--- config.mk ---
export PLATFORM = sky130hd
export DESIGN_NAME = spi_xfer_ctrl
export DESIGN_NICKNAME = d
export VERILOG_FILES = /design/src/rtl/spi_xfer_ctrl.sv
export SDC_FILE = /design/constraint.sdc
export NUM_CORES = 1
export LEC_CHECK = 0
export ABC_AREA = 1
export CAP_MARGIN = 20
export CORE_AREA = 2 2 92 94
export CTS_CLUSTER_DIAMETER = 100
export CTS_CLUSTER_SIZE = 16
export DETAILED_ROUTE_END_ITERATION = 16
export DIE_AREA = 0 0 94 96
export HOLD_SLACK_MARGIN = 0.15
export PLACE_DENSITY = 0.81
export SYNTH_ARGS = -nofsm -noshare
export SYNTH_HDL_FRONTEND = slang
export SYNTH_SLANG_ARGS = --single-unit
--- constraint.sdc ---
create_clock -name clk -period 4.1 [get_ports clk]
set_clock_uncertainty 0.1 [all_clocks]
set_input_delay 1.025 -clock clk [delete_from_list [all_inputs] [get_ports clk]]
set_output_delay 1.025 -clock clk [all_outputs]
set_load 0.005 [all_outputs]
--- src/rtl/spi_xfer_ctrl.sv ---
// Button-driven sequencer for one full-duplex MSB-first serial transfer.
// Optional SPI_LOOPBACK_EN: receive path taps serial_out instead of serial_in.
module spi_xfer_ctrl #(
  parameter int DATA_W  = 16,
  parameter int CLK_DIV = 4
) (
  input  logic              clk,
  input  logic              reset,
  input  logic              load_btn,
  input  logic              start_btn,
  input  logic [DATA_W-1:0] pb_in,
  input  logic              serial_in,
  output logic              serial_out,
  output logic              sclk,
  output logic              cs_n,
  output logic              busy,
  output logic              done,
  output logic              err,
  output logic [DATA_W-1:0] tx_word,
  output logic [DATA_W-1:0] rx_word
);

  localparam int BIT_W = $clog2(DATA_W + 1);
  localparam int DIV_W = 8;

  typedef enum logic [2:0] {
    ST_IDLE  = 3'd0,
    ST_SETUP = 3'd1,
    ST_SHIFT = 3'd2,
    ST_HOLD  = 3'd3,
    ST_DONE  = 3'd4
  } state_t;

  state_t              state_r, state_s;
  logic [DIV_W-1:0]    div_r, div_s;
  logic [BIT_W-1:0]    bit_r, bit_s;
  logic                sclk_r, sclk_s;
  logic                so_r, so_s;
  logic                cs_n_r, cs_n_s;
  logic                busy_r, busy_s;
  logic                done_r, done_s;
  logic                err_r, err_s;
  logic                loaded_r, loaded_s;
  logic [DATA_W-1:0]   tx_r, tx_s;
  logic [DATA_W-1:0]   txsh_r, txsh_s;
  logic [DATA_W-1:0]   rx_r, rx_s;
  logic [DATA_W-1:0]   rxsh_r, rxsh_s;

  logic load_meta_r, load_sync_r, load_prev_r;
  logic start_meta_r, start_sync_r, start_prev_r;
  logic load_pulse_s, start_pulse_s;
  logic div_last_s;
  logic rx_bit_s;

  // Two-flop synchronizers plus edge-history flops for both buttons
  always_ff @(posedge clk or posedge reset) begin
    if (reset) begin
      load_meta_r  <= 1'b0;
      load_sync_r  <= 1'b0;
      load_prev_r  <= 1'b0;
      start_meta_r <= 1'b0;
      start_sync_r <= 1'b0;
      start_prev_r <= 1'b0;
    end else begin
      load_meta_r  <= load_btn;
      load_sync_r  <= load_meta_r;
      load_prev_r  <= load_sync_r;
      start_meta_r <= start_btn;
      start_sync_r <= start_meta_r;
      start_prev_r <= start_sync_r;
    end
  end

  assign load_pulse_s  = load_sync_r & ~load_prev_r;
  assign start_pulse_s = start_sync_r & ~start_prev_r;
  assign div_last_s    = (div_r == DIV_W'(CLK_DIV - 1));

`ifdef SPI_LOOPBACK_EN
  assign rx_bit_s = so_r;
`else
  assign rx_bit_s = serial_in;
`endif

  // Next-state and next-output logic; every output is registered below
  always_comb begin
    state_s  = state_r;
    div_s    = div_r;
    bit_s    = bit_r;
    sclk_s   = sclk_r;
    so_s     = so_r;
    cs_n_s   = cs_n_r;
    err_s    = err_r;
    loaded_s = loaded_r;
    tx_s     = tx_r;
    txsh_s   = txsh_r;
    rx_s     = rx_r;
    rxsh_s   = rxsh_r;
    case (state_r)
      ST_IDLE, ST_DONE: begin
        // load takes priority over a coincident start
        if (load_pulse_s) begin
          tx_s     = pb_in;
          loaded_s = 1'b1;
          err_s    = 1'b0;
          state_s  = ST_IDLE;
        end else if (start_pulse_s) begin
          if (loaded_r) begin
            state_s = ST_SETUP;
            err_s   = 1'b0;
            cs_n_s  = 1'b0;
            sclk_s  = 1'b0;
            so_s    = tx_r[DATA_W-1];
            txsh_s  = tx_r;
            rxsh_s  = {DATA_W{1'b0}};
            div_s   = {DIV_W{1'b0}};
            bit_s   = {BIT_W{1'b0}};
          end else begin
            err_s = 1'b1;
          end
        end else begin
          state_s = state_r;
        end
      end
      ST_SETUP: begin
        if (div_last_s) begin
          div_s   = {DIV_W{1'b0}};
          state_s = ST_SHIFT;
        end else begin
          div_s = div_r + {{(DIV_W-1){1'b0}}, 1'b1};
        end
      end
      ST_SHIFT: begin
        if (div_last_s) begin
          div_s = {DIV_W{1'b0}};
          if (!sclk_r) begin
            sclk_s = 1'b1;
            rxsh_s = {rxsh_r[DATA_W-2:0], rx_bit_s};
          end else begin
            sclk_s = 1'b0;
            txsh_s = {txsh_r[DATA_W-2:0], 1'b0};
            so_s   = txsh_r[DATA_W-2];
            bit_s  = bit_r + {{(BIT_W-1){1'b0}}, 1'b1};
            if (bit_r == BIT_W'(DATA_W - 1)) begin
              state_s = ST_HOLD;
            end else begin
              state_s = ST_SHIFT;
            end
          end
        end else begin
          div_s = div_r + {{(DIV_W-1){1'b0}}, 1'b1};
        end
      end
      ST_HOLD: begin
        if (div_last_s) begin
          div_s    = {DIV_W{1'b0}};
          bit_s    = {BIT_W{1'b0}};
          cs_n_s   = 1'b1;
          so_s     = 1'b0;
          rx_s     = rxsh_r;
          loaded_s = 1'b0;
          state_s  = ST_DONE;
        end else begin
          div_s = div_r + {{(DIV_W-1){1'b0}}, 1'b1};
        end
      end
      default: begin
        state_s = ST_IDLE;
        cs_n_s  = 1'b1;
        sclk_s  = 1'b0;
      end
    endcase
    busy_s = (state_s == ST_SETUP) || (state_s == ST_SHIFT) || (state_s == ST_HOLD);
    done_s = (state_s == ST_DONE);
  end

  // State and output registers
  always_ff @(posedge clk or posedge reset) begin
    if (reset) begin
      state_r  <= ST_IDLE;
      div_r    <= {DIV_W{1'b0}};
      bit_r    <= {BIT_W{1'b0}};
      sclk_r   <= 1'b0;
      so_r     <= 1'b0;
      cs_n_r   <= 1'b1;
      busy_r   <= 1'b0;
      done_r   <= 1'b0;
      err_r    <= 1'b0;
      loaded_r <= 1'b0;
      tx_r     <= {DATA_W{1'b0}};
      txsh_r   <= {DATA_W{1'b0}};
      rx_r     <= {DATA_W{1'b0}};
      rxsh_r   <= {DATA_W{1'b0}};
    end else begin
      state_r  <= state_s;
      div_r    <= div_s;
      bit_r    <= bit_s;
      sclk_r   <= sclk_s;
      so_r     <= so_s;
      cs_n_r   <= cs_n_s;
      busy_r   <= busy_s;
      done_r   <= done_s;
      err_r    <= err_s;
      loaded_r <= loaded_s;
      tx_r     <= tx_s;
      txsh_r   <= txsh_s;
      rx_r     <= rx_s;
      rxsh_r   <= rxsh_s;
    end
  end

  assign serial_out = so_r;
  assign sclk       = sclk_r;
  assign cs_n       = cs_n_r;
  assign busy       = busy_r;
  assign done       = done_r;
  assign err        = err_r;
  assign tx_word    = tx_r;
  assign rx_word    = rx_r;

endmodule

==> impl_metrics.yaml, run 1 <==
cts:
  cts_made_buffers: 9
  cts_resized: 0
  cts.clk_slew.worst_paths_ns: 0.08
  insertion_delay_ns: 0.36
  cts_tree: "built"
  cts_buffer_depth: 2
  cts_setup_buffers: 0
  cts_hold_buffers: 0
  cts_max_level: 3
  cts_sinks: 92
  cts_root_buf: "clkbuf_8"
sta:
  worstMarginPinSlew_ns: 1.02
  drv_slew: 0
  min_period_ns: 2.50
  rsz0062_at_grt: "false"
  fmax_ghz: 0.400
  finalHoldViolCount: 0
  maxSlewHeadroom_pct: 31.9
  setup_ws_ns: 1.60
  tns_ns: 0
  setup_viol: 0
  fin_crit_sh_pct: 60.9
logic_synthesis:
  synthesis.nets: 538
  syn_area_sq_um: 4280
  yosysWarnings: 0
  postSynthAreaPerCell_sq_um: 8.33
  ys_ff_latch: 92
  synth_cell_types: 31
  seq_area_frac_synth_pct: 53.8
  syn_inst: 514
power:
  p_switching_mw: 1.19
  p_int_mw: 1.88
  peakVddDrop_mv: 0.349
  swShare_pct: 38.8
  p_leak_nw: 2.53
  pwr-share-seq_pct: 42.0
  powerDensity_nw_per_um2: 604
  comb_power_share_pct: 38.2
  clkPwrFrac_pct: 19.8
worst_setup_path:
  cp-start-kind: "flop"
  ff2ff_setup_slack_ns: 1.87
  crit_buf_inv: 1
  crit_path_max_fanout: 2
  crit_cells: 1
  critPathKind: "reg -> out"
  r2r_start: "start_sync_r"
  arrival_ns: 1.37
  cp_slowest_stage_delay_ns: 0.54
  timing.critical_path.cells: "clkdlybuf4s50_1"
  crit_family: "flip-flops"
  crit_slowest_cell: "dfstp_2"
  r2r_cells: 7
  required_ns: 2.97
  worstSetupEndpointType: "output port"
  setup.worst_path.end: "cs_n"
  cp-startpoint: "cs_n"
  r2r_end: "rxsh_r[9]"
global_routing:
  grt_max_degree: 40
  grt_pass1_wl_um: 14800
  grt_pass1_vias: 3366
  grt.total_usage_pct: 20.7
  grt.overflow.total: 0
  grt_antenna_before_repair: 0
floorplan:
  core_area_sq_um: 8050
  fp.dieH_um: 96
  die_w_um: 94
  dieArea_sq_um: 9020
  ios: 59
  rows: 33
  start_util_pct: 53.2
route:
  num_vias: 3500
  wl_um: 8690
  drt_iter0_drc: 206
  viasPerCell: 5.19
  wl_per_cell_um: 12.9
  dr.pass1.iters: 5
  ant_nets: 0
  remaining_drc_errors: 0
finish:
  antennaDiodeCount: 0
  drive_gt1_share_pct: 8.42
  finalNetCount: 589
  fillers: 680
  area_growth_pct: 18.9
  final_cell_mix: "212 x nand2_1, 91 x dfrtp_1, 58 x clkdlybuf4s50_1"
  layout_commonest_cell: "nand2_1"
place:
  dp_slack_ns: 1.74
  place_hpwl_um: 5830
  gp_congestion: 0.793
  port_buffers: 58
run:
  cap_violations: 0
run_status:
  status: "finished clean"
worst_hold_path:
  hold_class: "reg -> reg"
## how the worst min path moves through the flow
| stage | start | endpoint | slack (ns) | cells past startpoint |
|---|---|---|---|---|
| 3_3_place_gp | load_meta_r | load_sync_r | 0.24 | 0 |
| 2_1_floorplan | load_meta_r | load_sync_r | 0.23 | 0 |
| 5_1_grt | load_meta_r | load_sync_r | 0.28 | 0 |
| 4_1_cts | load_meta_r | load_sync_r | 0.26 | 0 |
| 3_5_place_dp | start_meta_r | start_sync_r | 0.24 | 0 |
| 6_report | start_meta_r | start_sync_r | 0.26 | 0 |
## power groups by stage
stage	Combinational [mW]	Clock, mW	Sequential, mW
finish	1.18	0.610	1.29
global route	1.32	0.663	1.32
CTS	1.18	0.624	1.29
detailed placement	1.18	0	1.30
global placement	1.14	0	1.30
floorplan	0.853	0	1.27
## area by class of cell
cell class                      instances  area, sq um  area share, %
Sequential cell                        92         2300           45.3
Multi-Input combinational cell        357         1670           32.8
Timing Repair Buffer                   61          623           12.2
Inverter                               44          166           3.27
Clock buffer                           14          163           3.20
Tap cell                              105          131           2.58
Clock inverter                          2         35.0          0.688
## registers in the layout, indices dropped and copies added (netlist names), 3 cells and up
register,cells
bit_r,5
div_r,8
rx_word,16
rxsh_r,16
state_r,3
tx_word,16
txsh_r,15
## metrics by stage
stage          cell area, sq um  instances  total power, mW  utilization (%)  hold slack (ns)
2_1_floorplan              4280        514             2.13                -            0.231
3_3_place_gp               4860        658             2.43             60.4            0.239
3_5_place_dp               4860        658             2.48             60.4            0.240
4_1_cts                    5060        674             3.09             62.9            0.264
5_1_grt                    5090        675             3.30             63.2            0.279
6_report                   5090        675             3.08             63.2            0.257
## cells in the mapped netlist (all sizes together)
cell type / instances / area [sq um]
o22ai: 2 / 12.5
a21oi: 1 / 5.00
buf: 20 / 140
clkbuf: 1 / 5.00
nor2: 38 / 173
nand2: 218 / 838
nand3: 20 / 130
dfrtp: 91 / 2280
a22oi: 1 / 7.51
o21ai: 30 / 184
o31ai: 2 / 15.0
or2: 3 / 18.8
a211oi: 1 / 7.51
inv: 44 / 165
nand4: 35 / 219
nor3: 2 / 10.0
xor2: 1 / 8.76
ha: 3 / 37.5
dfstp: 1 / 26.3
## cell families after synthesis
logic type      share of synthesized area, %
fa+ha+maj                              0.877
flops                                   53.8
compound gates                          5.41
buf+inv                                 7.25
xor+xnor                               0.205
simple gates                            32.4
## worst register-to-register path, stage by stage, from the launching register on
cell and delay [ns]:
dfrtp_1 0.35, inv_1 0.04, nor2_1 0.11, nand2_1 0.14, o21ai_4 0.80, nand3_4 0.36
nand2_1 0.16, nand2_1 0.06
## routing by layer
metal	global-route usage [%]	wire length [um]
met2	35.9	4320
met5	0	0
met3	2.90	376
met4	8.33	106
met1	26.2	3890
Power figures use the tool's default switching activity.
==> run 2, diff against run 1 <==
clock period = 2.5 ns   (was 4.1 ns; I/O delays follow)
==> impl_metrics.yaml, run 2 (same netlist as run 1, synthesis figures left out) <==
run_status:
  status: "finished clean"
sta:
  min_period_ns: 2.10
  maxSlewHeadroom_pct: 68.0
  worstMarginPinSlew_ns: 0.480
  setup_viol: 0
  setup_ws_ns: 0.399
  fmax_ghz: 0.476
  rsz0062_at_grt: "false"
  fin_crit_sh_pct: 84.0
  tns_ns: 0
  timing.hold.ws_ns: 0.254
  drv_slew: 0
  finalHoldViolCount: 0
finish:
  multi_input_area_sq_um: 1670
  antennaDiodeCount: 0
  fillers: 696
  layout_commonest_cell: "nand2_1"
  fin_util_pct: 63.7
  finalNetCount: 594
  instances_no_fill: 680
  final_cell_mix: "212 x nand2_1, 91 x dfrtp_1, 58 x clkdlybuf4s50_1"
  area_growth_pct: 19.8
  drive_gt1_share_pct: 9.57
  seq_area_sq_um: 2300
place:
  dp_cells: 664
  port_buffers: 58
  dp_slack_ns: 0.658
  place_hpwl_um: 5850
  gp_congestion: 0.905
route:
  drt_iter0_drc: 299
  dr.pass1.iters: 5
  num_vias: 3554
  viasPerCell: 5.23
  wl_per_cell_um: 13.0
  ant_nets: 0
  wl_um: 8870
  remaining_drc_errors: 0
worst_setup_path:
  crit_buf_inv: 1
  r2r_start: "div_r[0]"
  r2r_cells: 8
  cp-start-kind: "flop"
  r2r_end: "txsh_r[2]"
  timing.critical_path.cells: "clkdlybuf4s50_1"
  arrival_ns: 1.38
  worstSetupEndpointType: "output port"
  crit_path_max_fanout: 2
  required_ns: 1.77
  ff2ff_setup_slack_ns: 0.59
  cp_slowest_stage_delay_ns: 0.54
  crit_slowest_cell: "dfstp_2"
  critPathKind: "reg -> out"
  crit_family: "flip-flops"
floorplan:
  dieArea_sq_um: 9020
  fp.dieH_um: 96
  start_util_pct: 53.2
  rows: 33
  die_w_um: 94
  core_area_sq_um: 8050
  ios: 59
global_routing:
  grt.overflow.total: 0
  grt_antenna_before_repair: 0
  grt_pass1_vias: 3336
  grt_pass1_wl_um: 15300
  grt.total_usage_pct: 21.3
  grt_max_degree: 93
cts:
  cts_root_buf: "clkbuf_8"
  cts_tree: "built"
  cts_resized: 0
  cts.clk_slew.worst_paths_ns: 0.09
  cts_buffer_depth: 2
  cts_hold_buffers: 0
  cts_made_buffers: 9
  insertion_delay_ns: 0.35
  cts_max_level: 3
  cts_setup_buffers: 0
  cts_sinks: 92
power:
  p_leak_nw: 2.53
  powerDensity_nw_per_um2: 998
  peakVddDrop_mv: 0.571
worst_hold_path:
  hold_class: "reg -> reg"
  min_path_cells: 0
  min_from: "start_meta_r"
  hold_path_end: "start_sync_r"
run:
  cap_violations: 0
run 2: how the worst max path moves through the flow:
stage	cells past startpoint	slack [ns]	from	to
after detailed placement	8	0.66	div_r[0]	rxsh_r[0]
after global routing	1	0.35	cs_n	cs_n
after floorplan	1	0.70	reset	bit_r[0]
final	1	0.40	cs_n	cs_n
after global placement	8	0.72	state_r[1]	txsh_r[4]
after CTS	1	0.38	cs_n	cs_n
run 2: layout make-up:
cell class | instances | area share, %
Clock buffer | 11 | 2.76
Clock inverter | 5 | 1.20
Inverter | 44 | 3.30
Multi-Input combinational cell | 357 | 32.5
Sequential cell | 92 | 44.9
Tap cell | 105 | 2.56
Timing Repair Buffer | 66 | 12.7
run 2: power by group:
group / internal [mW] / total, mW / switching [mW] / leakage (nW)
Clock: 0.491 / 1.00 / 0.513 / 0.0918
Combinational: 0.777 / 2.00 / 1.22 / 1.23
Sequential: 1.84 / 2.11 / 0.276 / 1.21
Total: 3.11 / 5.12 / 2.01 / 2.53
run 2: layer usage:
layer  vias up  track usage [%]  wire length, um
li1       1743                -                -
met3         5             5.01              492
met5         -                0                0
met1      1690             29.2             4050
met4         0             4.95               63
met2       116             34.8             4270
run 2: metrics by stage:
step	instance area, sq um	power [mW]
finish	5130	5.12
global route	5130	5.49
CTS	5130	5.14
detailed placement	4920	4.12
global placement	4920	4.05
floorplan	4280	3.49
